`src/rtl/rush3d_framebuffer_writer.sv`:
```
// Drains rasterised pixels into the back framebuffer over an Avalon-MM write master,
// and performs full-screen background fills on request from the controller.
module rush3d_framebuffer_writer #(
  parameter int unsigned H_RES     = 640,
  parameter int unsigned V_RES     = 480,
  parameter logic [31:0] BUF0_BASE = 32'h0000_0000,
  parameter logic [31:0] BUF1_BASE = 32'h0012_C000
) (
  input  logic        clock,
  input  logic        reset,
  input  logic        fill_background_flag,
  input  logic [31:0] background_colour,
  input  logic        current_buffer_flag,
  input  logic [51:0] pixel_fifo_data,
  input  logic        pixel_fifo_empty,
  output logic        pixel_fifo_rdreq,
  output logic [31:0] avm_address,
  output logic [31:0] avm_writedata,
  output logic        avm_write,
  input  logic        avm_waitrequest,
  output logic [3:0]  framebuffer_write_state,
  output logic        fill_done
);

  localparam logic [19:0] LAST_PIX = 20'(H_RES * V_RES - 1);

  typedef enum logic [3:0] {
    S_WAIT  = 4'd0,
    S_WRITE = 4'd1,
    S_PURGE = 4'd2,
    S_BG    = 4'd3
  } state_t;

  state_t      state_q;
  logic        flag_q;
  logic        fill_pending_q;
  logic        pop_q;
  logic        pix_ok_q;
  logic        write_q;
  logic        done_q;
  logic [31:0] addr_q;
  logic [31:0] data_q;
  logic [19:0] count_q;

  logic [9:0]  pix_x;
  logic [9:0]  pix_y;
  logic [19:0] pix_lin;
  logic        pix_in_range;
  logic [31:0] draw_base;
  logic        fill_rise;
  logic        fill_req;
  logic        start_fill;
  logic        purge_rd;

  assign pix_y        = pixel_fifo_data[51:42];
  assign pix_x        = pixel_fifo_data[41:32];
  assign pix_lin      = 20'(32'(pix_y) * H_RES + 32'(pix_x));
  assign pix_in_range = (32'(pix_x) < H_RES) && (32'(pix_y) < V_RES);
  // Draw into whichever buffer is not currently being scanned out.
  assign draw_base    = current_buffer_flag ? BUF0_BASE : BUF1_BASE;

  assign fill_rise  = fill_background_flag & ~flag_q;
  assign fill_req   = fill_pending_q | fill_rise;
  assign start_fill = ((state_q == S_WAIT) && !pop_q && fill_req && pixel_fifo_empty) ||
                      ((state_q == S_PURGE) && pixel_fifo_empty);

  // Purge pops must follow the live empty flag, so they bypass the output register.
  assign purge_rd = (state_q == S_PURGE) && !pixel_fifo_empty;

  assign pixel_fifo_rdreq        = pop_q | purge_rd;
  assign avm_address             = addr_q;
  assign avm_writedata           = data_q;
  assign avm_write               = write_q;
  assign framebuffer_write_state = state_q;
  assign fill_done               = done_q;

  always_ff @(posedge clock or posedge reset) begin
    if (reset) begin
      state_q        <= S_WAIT;
      flag_q         <= 1'b0;
      fill_pending_q <= 1'b0;
      pop_q          <= 1'b0;
      pix_ok_q       <= 1'b0;
      write_q        <= 1'b0;
      done_q         <= 1'b0;
      addr_q         <= '0;
      data_q         <= '0;
      count_q        <= '0;
    end else begin
      flag_q <= fill_background_flag;
      pop_q  <= 1'b0;
      done_q <= 1'b0;

      // A fill start absorbs any edge seen in the same cycle.
      if (start_fill) begin
        fill_pending_q <= 1'b0;
      end else if (fill_rise && (state_q != S_BG)) begin
        fill_pending_q <= 1'b1;
      end

      if (start_fill) begin
        state_q <= S_BG;
        write_q <= 1'b1;
        count_q <= '0;
        addr_q  <= draw_base;
        data_q  <= background_colour;
      end else begin
        case (state_q)
          S_WAIT: begin
            if (pop_q) begin
              if (pix_ok_q) begin
                state_q <= S_WRITE;
                write_q <= 1'b1;
              end
            end else if (fill_req) begin
              state_q <= S_PURGE;
            end else if (!pixel_fifo_empty) begin
              pop_q    <= 1'b1;
              pix_ok_q <= pix_in_range;
              addr_q   <= draw_base + {10'd0, pix_lin, 2'b00};
              data_q   <= pixel_fifo_data[31:0];
            end
          end
          S_WRITE: begin
            if (!avm_waitrequest) begin
              write_q <= 1'b0;
              state_q <= S_WAIT;
            end
          end
          S_PURGE: begin
            state_q <= S_PURGE;
          end
          S_BG: begin
            if (!avm_waitrequest) begin
              if (count_q == LAST_PIX) begin
                write_q <= 1'b0;
                done_q  <= 1'b1;
                state_q <= S_WAIT;
              end else begin
                count_q <= count_q + 20'd1;
                addr_q  <= addr_q + 32'd4;
              end
            end
          end
          default: begin
            state_q <= S_WAIT;
            write_q <= 1'b0;
          end
        endcase
      end
    end
  end

endmodule
```
`config.mk`:
```
export PLATFORM = sky130hd
export DESIGN_NAME = rush3d_framebuffer_writer
export DESIGN_NICKNAME = d
export VERILOG_FILES = /design/src/rtl/rush3d_framebuffer_writer.sv
export SDC_FILE = /design/constraint.sdc
export NUM_CORES = 1
export LEC_CHECK = 0
export CORE_MARGIN = 2
export CORE_UTILIZATION = 45
export CTS_CLUSTER_DIAMETER = 100
export DETAILED_ROUTE_END_ITERATION = 16
export PLACE_DENSITY = 0.83
export SLEW_MARGIN = 40
export SYNTH_ARGS = -nofsm -noshare
export SYNTH_HDL_FRONTEND = slang
export SYNTH_SLANG_ARGS = --single-unit
```
`constraint.sdc`:
```
create_clock -name clock -period 8.8 [get_ports clock]
set_clock_uncertainty 0.1 [all_clocks]
set_input_delay 1.32 -clock clock [delete_from_list [all_inputs] [get_ports clock]]
set_output_delay 1.32 -clock clock [all_outputs]
set_load 0.01 [all_outputs]
```
==> results of run 1 <==
## worst paths after layout
check | start | to | slack, ps | cells after the start
min in group asynchronous | reset | avm_writedata[19]$_DFFE_PP0P_ | 1430 | 3
worst max-delay path | pixel_fifo_data[43] | avm_address[21]$_DFFE_PP0P_ | 3450 | 14
worst min register to register | avm_writedata[27]$_DFFE_PP0P_ | avm_writedata[27]$_DFFE_PP0P_ | 380 | 2
max in group asynchronous | reset | avm_address[5]$_DFFE_PP0P_ | 6680 | 3
worst min-delay path | avm_writedata[27]$_DFFE_PP0P_ | avm_writedata[27]$_DFFE_PP0P_ | 380 | 2
worst max register to register | framebuffer_write_state[1]$_DFFE_PP0P_ | avm_address[26]$_DFFE_PP0P_ | 5280 | 9
## synthesized netlist by cell type (3+ instances only)
master | instances | area share, %
fa_1 | 3 | 1.1
or3_1 | 5 | 0.57
nor3b_1 | 4 | 0.55
a22oi_1 | 35 | 4.8
o21ai_0 | 38 | 3.5
o31ai_1 | 3 | 0.41
a21oi_1 | 31 | 2.8
ha_1 | 26 | 5.9
a21o_1 | 4 | 0.55
xor2_1 | 26 | 4.1
xnor2_1 | 23 | 3.7
nand3_1 | 21 | 1.9
clkbuf_1 | 23 | 1.6
nor2_1 | 59 | 4.0
a31oi_1 | 8 | 0.91
nor4bb_1 | 3 | 0.55
and4_1 | 4 | 0.64
and3_1 | 17 | 1.9
nand2_1 | 109 | 7.4
mux2i_1 | 3 | 0.55
nor2b_1 | 3 | 0.34
nand4_1 | 7 | 0.80
o22ai_1 | 3 | 0.34
dfrtp_1 | 90 | 41
buf_2 | 3 | 0.27
nor4_1 | 4 | 0.45
nand2b_1 | 4 | 0.45
o211ai_1 | 5 | 0.68
and2_1 | 4 | 0.45
buf_4 | 4 | 0.55
inv_1 | 12 | 0.82
a211oi_1 | 5 | 0.68
nor3_1 | 13 | 1.2
## metal layers
layer  wire [um]  global-route usage, %
met5           0                      0
met2        7800                   40.6
met4         414                   10.2
met1        6190                   27.2
met3         736                   3.23
## per-stage QoR
stage | worst slack, ps | area (sq um) | hold slack (ps) | total power, mW | utilization (%)
global placement | 3310 | 7170 | 357 | 0.738 | 59.9
finish | 3450 | 7490 | 375 | 1.14 | 62.6
CTS | 3450 | 7480 | 379 | 1.14 | 62.5
floorplan | 3930 | 5510 | 349 | 0.640 | -
detailed placement | 3110 | 7180 | 361 | 0.752 | 60.0
global route | 3290 | 7490 | 394 | 1.20 | 62.6
## state kept, by name (all words and copies together) (netlist names)
register / flops
fill_done: 1
flag_q: 1
framebuffer_write_state: 2
avm_address: 30
avm_write: 1
pix_ok_q: 1
count_q: 20
avm_writedata: 32
fill_pending_q: 1
pop_q: 1
## cell families after synthesis
family | Yosys count
AOI/OAI and AO/OA | 151
xor gates and xnor gates | 49
adders and majority gates | 29
buffers and inverters | 45
DFF | 90
muxes | 3
other | 1
and+or+nand+nor | 266
## report_power, final
group          switching [mW]  internal (mW)
logic                   0.132          0.139
clock network           0.168          0.223
registers              0.0335          0.442
total                   0.333          0.804
## critical path, stage by stage
cell and delay [ps]:
clkdlybuf4s50_1 470, ha_1 360, ha_1 250, fa_1 450, a211oi_2 240, nor3b_1 110
or2_0 300, or4_1 640, nor3_1 270, xor2_1 200, ha_1 300, o221a_1 150
or3_1 310, a31oi_1 160
## area by class of cell
type	instances	share of cell area [%]
inverter	13	0.669
clock inverter	6	0.969
sequential	90	30.1
multi-input combinational	502	41.2
clock buffer	10	3.06
tap	147	2.46
timing repair buffer	162	21.5
==> impl_metrics.csv, run 1 <==
group,metric,value,unit
worst_setup_path,endpoint_kind,"flip-flop",
clock_network,post_cts_buffers,0,
placement,dp_cells,914,
logic_synthesis,yosys.area_share.simple,22.5,%
global_routing,grt_pass1_vias,5062,
finish,drive_above_1_share,4.09,%
job,maxCapViolations,0,
drt,detail-route-antenna-nets,0,
logic_synthesis,yosys_warnings,0,
logic_synthesis,synthAdderAreaFrac,7.00,%
clock_network,tritoncts,"done",
logic_synthesis,synth_edf_count,0,
finish,nFillCells,947,
sta,tightest_slew,779,ps
floorplan,die-area,13100,sq um
placement,post-dp-hpwl,11300,um
pwr,powerDensity,152,nW/um^2
clock_network,numCtsBuffers,9,
logic_synthesis,synth-compound-area-share,17.7,%
finish,final_cells,930,
finish,multi_input_area,3090,sq um
drt,detail_route.first_pass.iterations,5,
finish,final_cell_mix,"156 x clkdlybuf4s50_1, 109 x nand2_1, 90 x dfrtp_1",
placement,place.gp.congestion,0.855,
global_routing,grt_usage,22.8,%
clock_network,htreeDepth,3,
sta,setup_violations,0,
clock_network,cts_resized,0,
pwr,ir_drop,0.112,mV
min_path,hp-class,"flip-flop to flip-flop",
floorplan,die_y,115,um
logic_synthesis,muxShareOfSynthArea,0.546,%
sta,slew_violations,0,
worst_setup_path,required,8970,ps
drt,vias_per_cell,5.65,
sta,setup_tns,0,ps
sta,rsz0062_at_grt,"no",
sta,hold_violations,0,
floorplan,initial_core_util,46.0,%
clock_network,cts_buffer_depth,2,
global_routing,grt_max_degree,91,
worst_setup_path,critPathMaxFanout,6,
drt,drt_wl_total,15100,um
finish,area_growth,36.0,%
clock_network,cts_sinks,90,
pwr,p_leak,3.31,nW
global_routing,antenna_found_initial,0,
sta,fmax,187,MHz
logic_synthesis,synth_top_family_by_area,"simple AND/OR/NAND/NOR gates",
finish,mostFrequentLayoutCell,"clkdlybuf4s50_1",
logic_synthesis,synth-seq-cells,90,
logic_synthesis,postSynthAreaPerCell,8.68,sq um
logic_synthesis,netlist_instances,634,
floorplan,num_rows,40,
global_routing,grt_remaining_overflow,0,
floorplan,core_area,12000,sq um
clock_network,root_buffer,"clkbuf_16",
clock_network,cts_hold_buf,0,
sta,relSlewSlack,47.4,%
logic_synthesis,synth_cell_types,58,
outcome,status,"completed",
drt,routed-via-count,5254,
logic_synthesis,synth_ff_type,"dfrtp_1",
logic_synthesis,synth_seq_area_share,40.9,%
clock_network,clk_latency,340,ps
logic_synthesis,synth_xor_xnor_area_share,7.80,%
finish,final_nets,897,
finish,register_area,2250,sq um
logic_synthesis,netlist_area,5500,sq um
logic_synthesis,async_flop_share,100,%
worst_setup_path,worstSetupPathType,"input pin to flip-flop",
clock_network,clk_transition_reported_paths,70,ps
floorplan,fp.dieW,115,um
floorplan,num_io_pins,161,
placement,portBuffers,156,
drt,drt_iter0_markers,364,
drt,drc,0,
drt,wire_per_inst,16.3,um
sta,period_share,60.8,%
finish,n_antenna_cell,0,
worst_setup_path,critPathLaunchType,"input pin",
worst_setup_path,crit_arrival,5520,ps
global_routing,grt_pass1_wl,24200,um
sta,period_minus_slack,5350,ps
(Power assumes the default switching activity.)
==> inputs of run 2 (changes only) <==
Settings changed: CORE_UTILIZATION 45 to 44, PLACE_DENSITY 0.83 to 0.84.
Clock period 8.8 ns to 4.77 ns, I/O delays scaled along.
==> impl_metrics.csv, run 2 (synthesis results as in run 1) <==
group,metric,value,unit
global_routing,grt_busiest_layer,"met2",
drt,drt_wl_total,15500,um
floorplan,die-area,13400,sq um
global_routing,grt_use_met3,4.13,%
placement,portBuffers,156,
min_path,min_to,"avm_writedata[9]$_DFFE_PP0P_",
clock_network,tritoncts,"done",
sta,hold_violations,0,
floorplan,num_rows,40,
worst_setup_path,crit_arrival,4570,ps
pwr,switching_power,0.618,mW
pwr,p_seq_share,40.9,%
pwr,p_int,1.53,mW
finish,final_nets,903,
pwr,powerDensity,284,nW/um^2
clock_network,htreeDepth,3,
sta,period_share,92.2,%
clock_network,cts_sinks,90,
pwr,p_sw_share,28.8,%
global_routing,grt_max_degree,65,
global_routing,grt_remaining_overflow,0,
sta,setup_tns,0,ps
sta,tightest_slew,801,ps
clock_network,root_buffer,"clkbuf_16",
worst_setup_path,critPathLaunchType,"input pin",
worst_setup_path,critPathMaxFanout,3,
drt,routed-via-count,5300,
clock_network,clk_latency,340,ps
drt,detail_route.first_pass.iterations,5,
placement,post-dp-hpwl,11500,um
clock_network,cts_resized,0,
finish,stdcell_area,7570,sq um
worst_setup_path,worstReg2RegStart,"avm_address[2]$_DFFE_PP0P_",
clock_network,post_cts_buffers,0,
floorplan,die_y,116,um
clock_network,cts_buffer_depth,2,
pwr,combinationalPowerShare,24.0,%
global_routing,grt_pass1_wl,24500,um
sta,period_minus_slack,4400,ps
clock_network,numCtsBuffers,9,
drt,wire_per_inst,16.2,um
sta,relSlewSlack,45.9,%
drt,drt_iter0_markers,459,
finish,n_antenna_cell,0,
finish,area_growth,37.7,%
worst_setup_path,required,4940,ps
finish,drive_above_1_share,4.94,%
sta,setup_violations,0,
drt,drc,0,
pwr,clkPwrFrac,35.1,%
global_routing,grt_use_met2,40.4,%
pwr,ir_drop,0.166,mV
outcome,status,"completed",
worst_setup_path,endpoint_kind,"flip-flop",
worst_setup_path,r2r_end,"avm_address[28]$_DFFE_PP0P_",
finish,largest_reg_flops,32,
pwr,p_leak,3.36,nW
global_routing,grt_use_met1,27.7,%
min_path,min_from,"avm_writedata[9]$_DFFE_PP0P_",
sta,hold_slack,374,ps
global_routing,antenna_found_initial,0,
sta,rsz0062_at_grt,"no",
worst_setup_path,reg2reg_depth,9,
worst_setup_path,worstSetupPathType,"input pin to flip-flop",
placement,dpl_cell_area,7250,sq um
drt,detail-route-antenna-nets,0,
finish,final_cell_mix,"156 x clkdlybuf4s50_1, 109 x nand2_1, 90 x dfrtp_1",
clock_network,cts_hold_buf,0,
min_path,hold_depth,2,
worst_setup_path,ff2ff_setup_slack,1380,ps
global_routing,grt_usage,23.0,%
clock_network,clk_transition_reported_paths,70,ps
sta,fmax,227,MHz
finish,mostFrequentLayoutCell,"clkdlybuf4s50_1",
floorplan,core_area,12100,sq um
job,maxCapViolations,0,
floorplan,initial_core_util,45.4,%
floorplan,fp.dieW,116,um
placement,place.gp.congestion,0.861,
sta,slew_violations,0,
min_path,hp-class,"flip-flop to flip-flop",
drt,vias_per_cell,5.54,
global_routing,grt_pass1_vias,5251,
floorplan,num_io_pins,161,
-- run 2: changes by cell type in the layout (fill, tap and decap cells not counted), sizes merged --
| cell | previous run | this run |
|---|---|---|
| buf | 5 | 12 |
| clkinvlp | 3 | 1 |
| clkbuf | 11 | 12 |
-- run 2: stage by stage --
| step | utilization [%] | total power [mW] | cells | worst slack, ps |
|---|---|---|---|---|
| after floorplan | - | 1.18 | 637 | 507 |
| after global placement | 59.8 | 1.37 | 941 | 142 |
| after detailed placement | 59.8 | 1.40 | 941 | 23.4 |
| after CTS | 62.5 | 2.15 | 957 | 361 |
| after global routing | 62.5 | 2.26 | 957 | 71.7 |
| final | 62.5 | 2.15 | 957 | 370 |
-- run 2: worst max path at each step --
stage                        startpoint                           to  depth (start not counted)
finish              pixel_fifo_data[43]  avm_address[21]$_DFFE_PP0P_                         14
global route        pixel_fifo_data[43]  avm_address[21]$_DFFE_PP0P_                         16
CTS                 pixel_fifo_data[43]  avm_address[21]$_DFFE_PP0P_                         14
detailed placement  pixel_fifo_data[43]  avm_address[21]$_DFFE_PP0P_                         14
global placement    pixel_fifo_data[43]  avm_address[21]$_DFFE_PP0P_                         14
floorplan           pixel_fifo_data[43]  avm_address[21]$_DFFE_PP0P_                         15
-- run 2: power by group through the flow --
stage / logic (mW) / clock network (mW) / registers [mW]
finish: 0.515 / 0.754 / 0.879
global route: 0.568 / 0.800 / 0.887
CTS: 0.515 / 0.760 / 0.878
detailed placement: 0.512 / 0 / 0.891
global placement: 0.485 / 0 / 0.885
floorplan: 0.293 / 0 / 0.889
-- run 2: routing by layer --
layer	up-vias	routed length, um
li1	2544	-
met1	2548	6230
met2	182	8150
met3	26	863
met4	0	290
met5	-	0
-- run 2: worst max-delay path: stages --
cell and delay, ps:
clkdlybuf4s50_1 420, ha_1 330, ha_1 240, fa_1 440
a211oi_2 240, nor3b_1 110, or2_0 260, or4_1 570
nor3_1 210, xor2_1 190, ha_1 260, o221a_1 130
or3_1 300, a31oi_1 150
-- run 2: layout make-up --
cell class / count / area (sq um)
Timing Repair Buffer: 168 / 1650
Sequential cell: 90 / 2250
Inverter: 13 / 53.8
Fill cell: 1046 / 4540
Clock buffer: 12 / 267
Tap cell: 168 / 210
Multi-Input combinational cell: 502 / 3090
Clock inverter: 4 / 55.1
==> inputs of run 3 (changes only) <==
Settings changed: CORE_MARGIN 2 to default.
==> impl_metrics.csv, run 3 (synthesis results as in run 1) <==
group,metric,value,unit
placement,portBuffers,156,
min_path,hp-class,"flip-flop to flip-flop",
drt,drt_wl_total,14700,um
sta,rsz0062_at_grt,"no",
pwr,p_total,2.10,mW
finish,mostFrequentLayoutCell,"clkdlybuf4s50_1",
worst_setup_path,critPathLaunchType,"input pin",
clock_network,numCtsBuffers,9,
min_path,hold_depth,2,
worst_setup_path,crit_buf_inv,1,
global_routing,grt_busiest_layer,"met2",
worst_setup_path,critPathMaxFanout,4,
global_routing,grt_use_met3,3.13,%
floorplan,die-area,13000,sq um
drt,vias_per_cell,5.55,
pwr,ir_drop,0.147,mV
sta,hold_violations,0,
worst_setup_path,crit_arrival,4570,ps
drt,routed-via-count,5304,
worst_setup_path,required,4940,ps
worst_setup_path,reg2reg_depth,9,
global_routing,grt_usage,23.3,%
drt,detail_route.first_pass.iterations,5,
min_path,min_from,"avm_writedata[5]$_DFFE_PP0P_",
worst_setup_path,cp_common_cell,"ha_1",
sta,fmax,227,MHz
floorplan,num_rows,40,
sta,setup_tns,0,ps
global_routing,antenna_found_initial,0,
clock_network,cts_sinks,90,
worst_setup_path,endpoint_kind,"flip-flop",
placement,post-dp-hpwl,10900,um
clock_network,htreeDepth,3,
finish,nFillCells,997,
worst_setup_path,worstReg2RegStart,"avm_address[2]$_DFFE_PP0P_",
sta,slew_violations,0,
drt,wire_per_inst,15.3,um
worst_setup_path,ff2ff_setup_slack,1380,ps
sta,period_minus_slack,4400,ps
clock_network,post_cts_buffers,0,
pwr,p_leak,3.34,nW
worst_setup_path,worstSetupPathType,"input pin to flip-flop",
finish,area_growth,37.1,%
placement,place.gp.congestion,0.855,
drt,detail-route-antenna-nets,0,
clock_network,root_buffer,"clkbuf_16",
global_routing,grt_pass1_wl,24100,um
clock_network,cts_resized,0,
worst_setup_path,critPathMaxStageDelay,550,ps
global_routing,grt_use_met2,41.5,%
outcome,status,"completed",
worst_setup_path,path_cells,"clkdlybuf4s50_1, ha_1, ha_1, fa_1, a211oi_2, nor3b_1, or2_0, or4_1, nor3_1, xor2_1, ha_1, o221a_1, or3_1, a31oi_1",
worst_setup_path,cpMaxStageDelayCell,"or4_1",
drt,drc,0,
global_routing,grt_use_met1,27.5,%
finish,fin_util,62.3,%
floorplan,die_y,114,um
global_routing,grt_pass1_vias,5143,
clock_network,tritoncts,"done",
clock_network,clk_transition_reported_paths,60,ps
floorplan,initial_core_util,45.4,%
job,maxCapViolations,0,
finish,largest_reg_flops,32,
sta,relSlewSlack,42.3,%
finish,final_cell_mix,"156 x clkdlybuf4s50_1, 109 x nand2_1, 90 x dfrtp_1",
sta,setup_violations,0,
finish,final_nets,902,
clock_network,cts_hold_buf,0,
clock_network,cts_buffer_depth,2,
clock_network,clk_latency,350,ps
global_routing,grt_remaining_overflow,0,
floorplan,fp.dieW,114,um
finish,n_antenna_cell,0,
worst_setup_path,r2r_end,"avm_address[26]$_DFFE_PP0P_",
pwr,powerDensity,279,nW/um^2
sta,period_share,92.2,%
min_path,min_to,"avm_writedata[5]$_DFFE_PP0P_",
finish,drive_above_1_share,4.70,%
sta,tightest_slew,854,ps
floorplan,core_area,12100,sq um
drt,drt_iter0_markers,348,
global_routing,grt_max_degree,55,
floorplan,num_io_pins,161,
worst_setup_path,crit_family,"simple AND/OR/NAND/NOR gates",
-- run 3: cell types whose count changed in the layout (fill, tap and decap cells not counted), sizes merged --
cell    previous run  this run
buf               12        11
clkbuf            12        11
clkinv             1         2
-- run 3: cell type report --
cell class	count	area, sq um	area share [%]
clock buffers	11	243	3.22
repair buffers	167	1640	21.8
clock inverters	5	60.1	0.796
flip-flops and latches	90	2250	29.9
well taps	168	210	2.79
multi-input cells	502	3090	40.9
inverters	13	50.0	0.663
-- run 3: worst min-delay path: cells and delay by family (launching register included) --
family	cells	cell delay, ps
simple gates	2	100
flops	1	340
-- run 3: per-layer routing --
layer  vias up  part of all wire (%)
met5         -                     0
met4         0                   2.7
met3        36                   4.8
met2       181                    52
met1      2538                    41
li1       2549                     -
-- run 3: worst max-delay path by stage --
stage	from	cells past startpoint	endpoint
floorplan	pixel_fifo_data[43]	15	avm_address[21]$_DFFE_PP0P_
CTS	pixel_fifo_data[45]	14	avm_address[21]$_DFFE_PP0P_
global route	pixel_fifo_data[45]	16	avm_address[21]$_DFFE_PP0P_
finish	pixel_fifo_data[43]	14	avm_address[21]$_DFFE_PP0P_
global placement	pixel_fifo_data[43]	14	avm_address[21]$_DFFE_PP0P_
detailed placement	pixel_fifo_data[45]	14	avm_address[21]$_DFFE_PP0P_
-- run 3: power breakdown --
group          total, mW  leakage [nW]  internal (mW)  switching [mW]
sequential         0.877          1.21          0.815          0.0621
combinational      0.504          1.99          0.261           0.243
clock              0.724         0.147          0.423           0.300
total               2.10          3.34           1.50           0.605
-- run 3: stage by stage --
step	hold slack, ps	area, sq um	worst slack [ps]	instances
floorplan	349	5510	507	637
global placement	358	7230	110	940
detailed placement	361	7240	38.7	940
CTS	378	7540	375	956
global route	391	7540	200	956
finish	372	7540	372	956
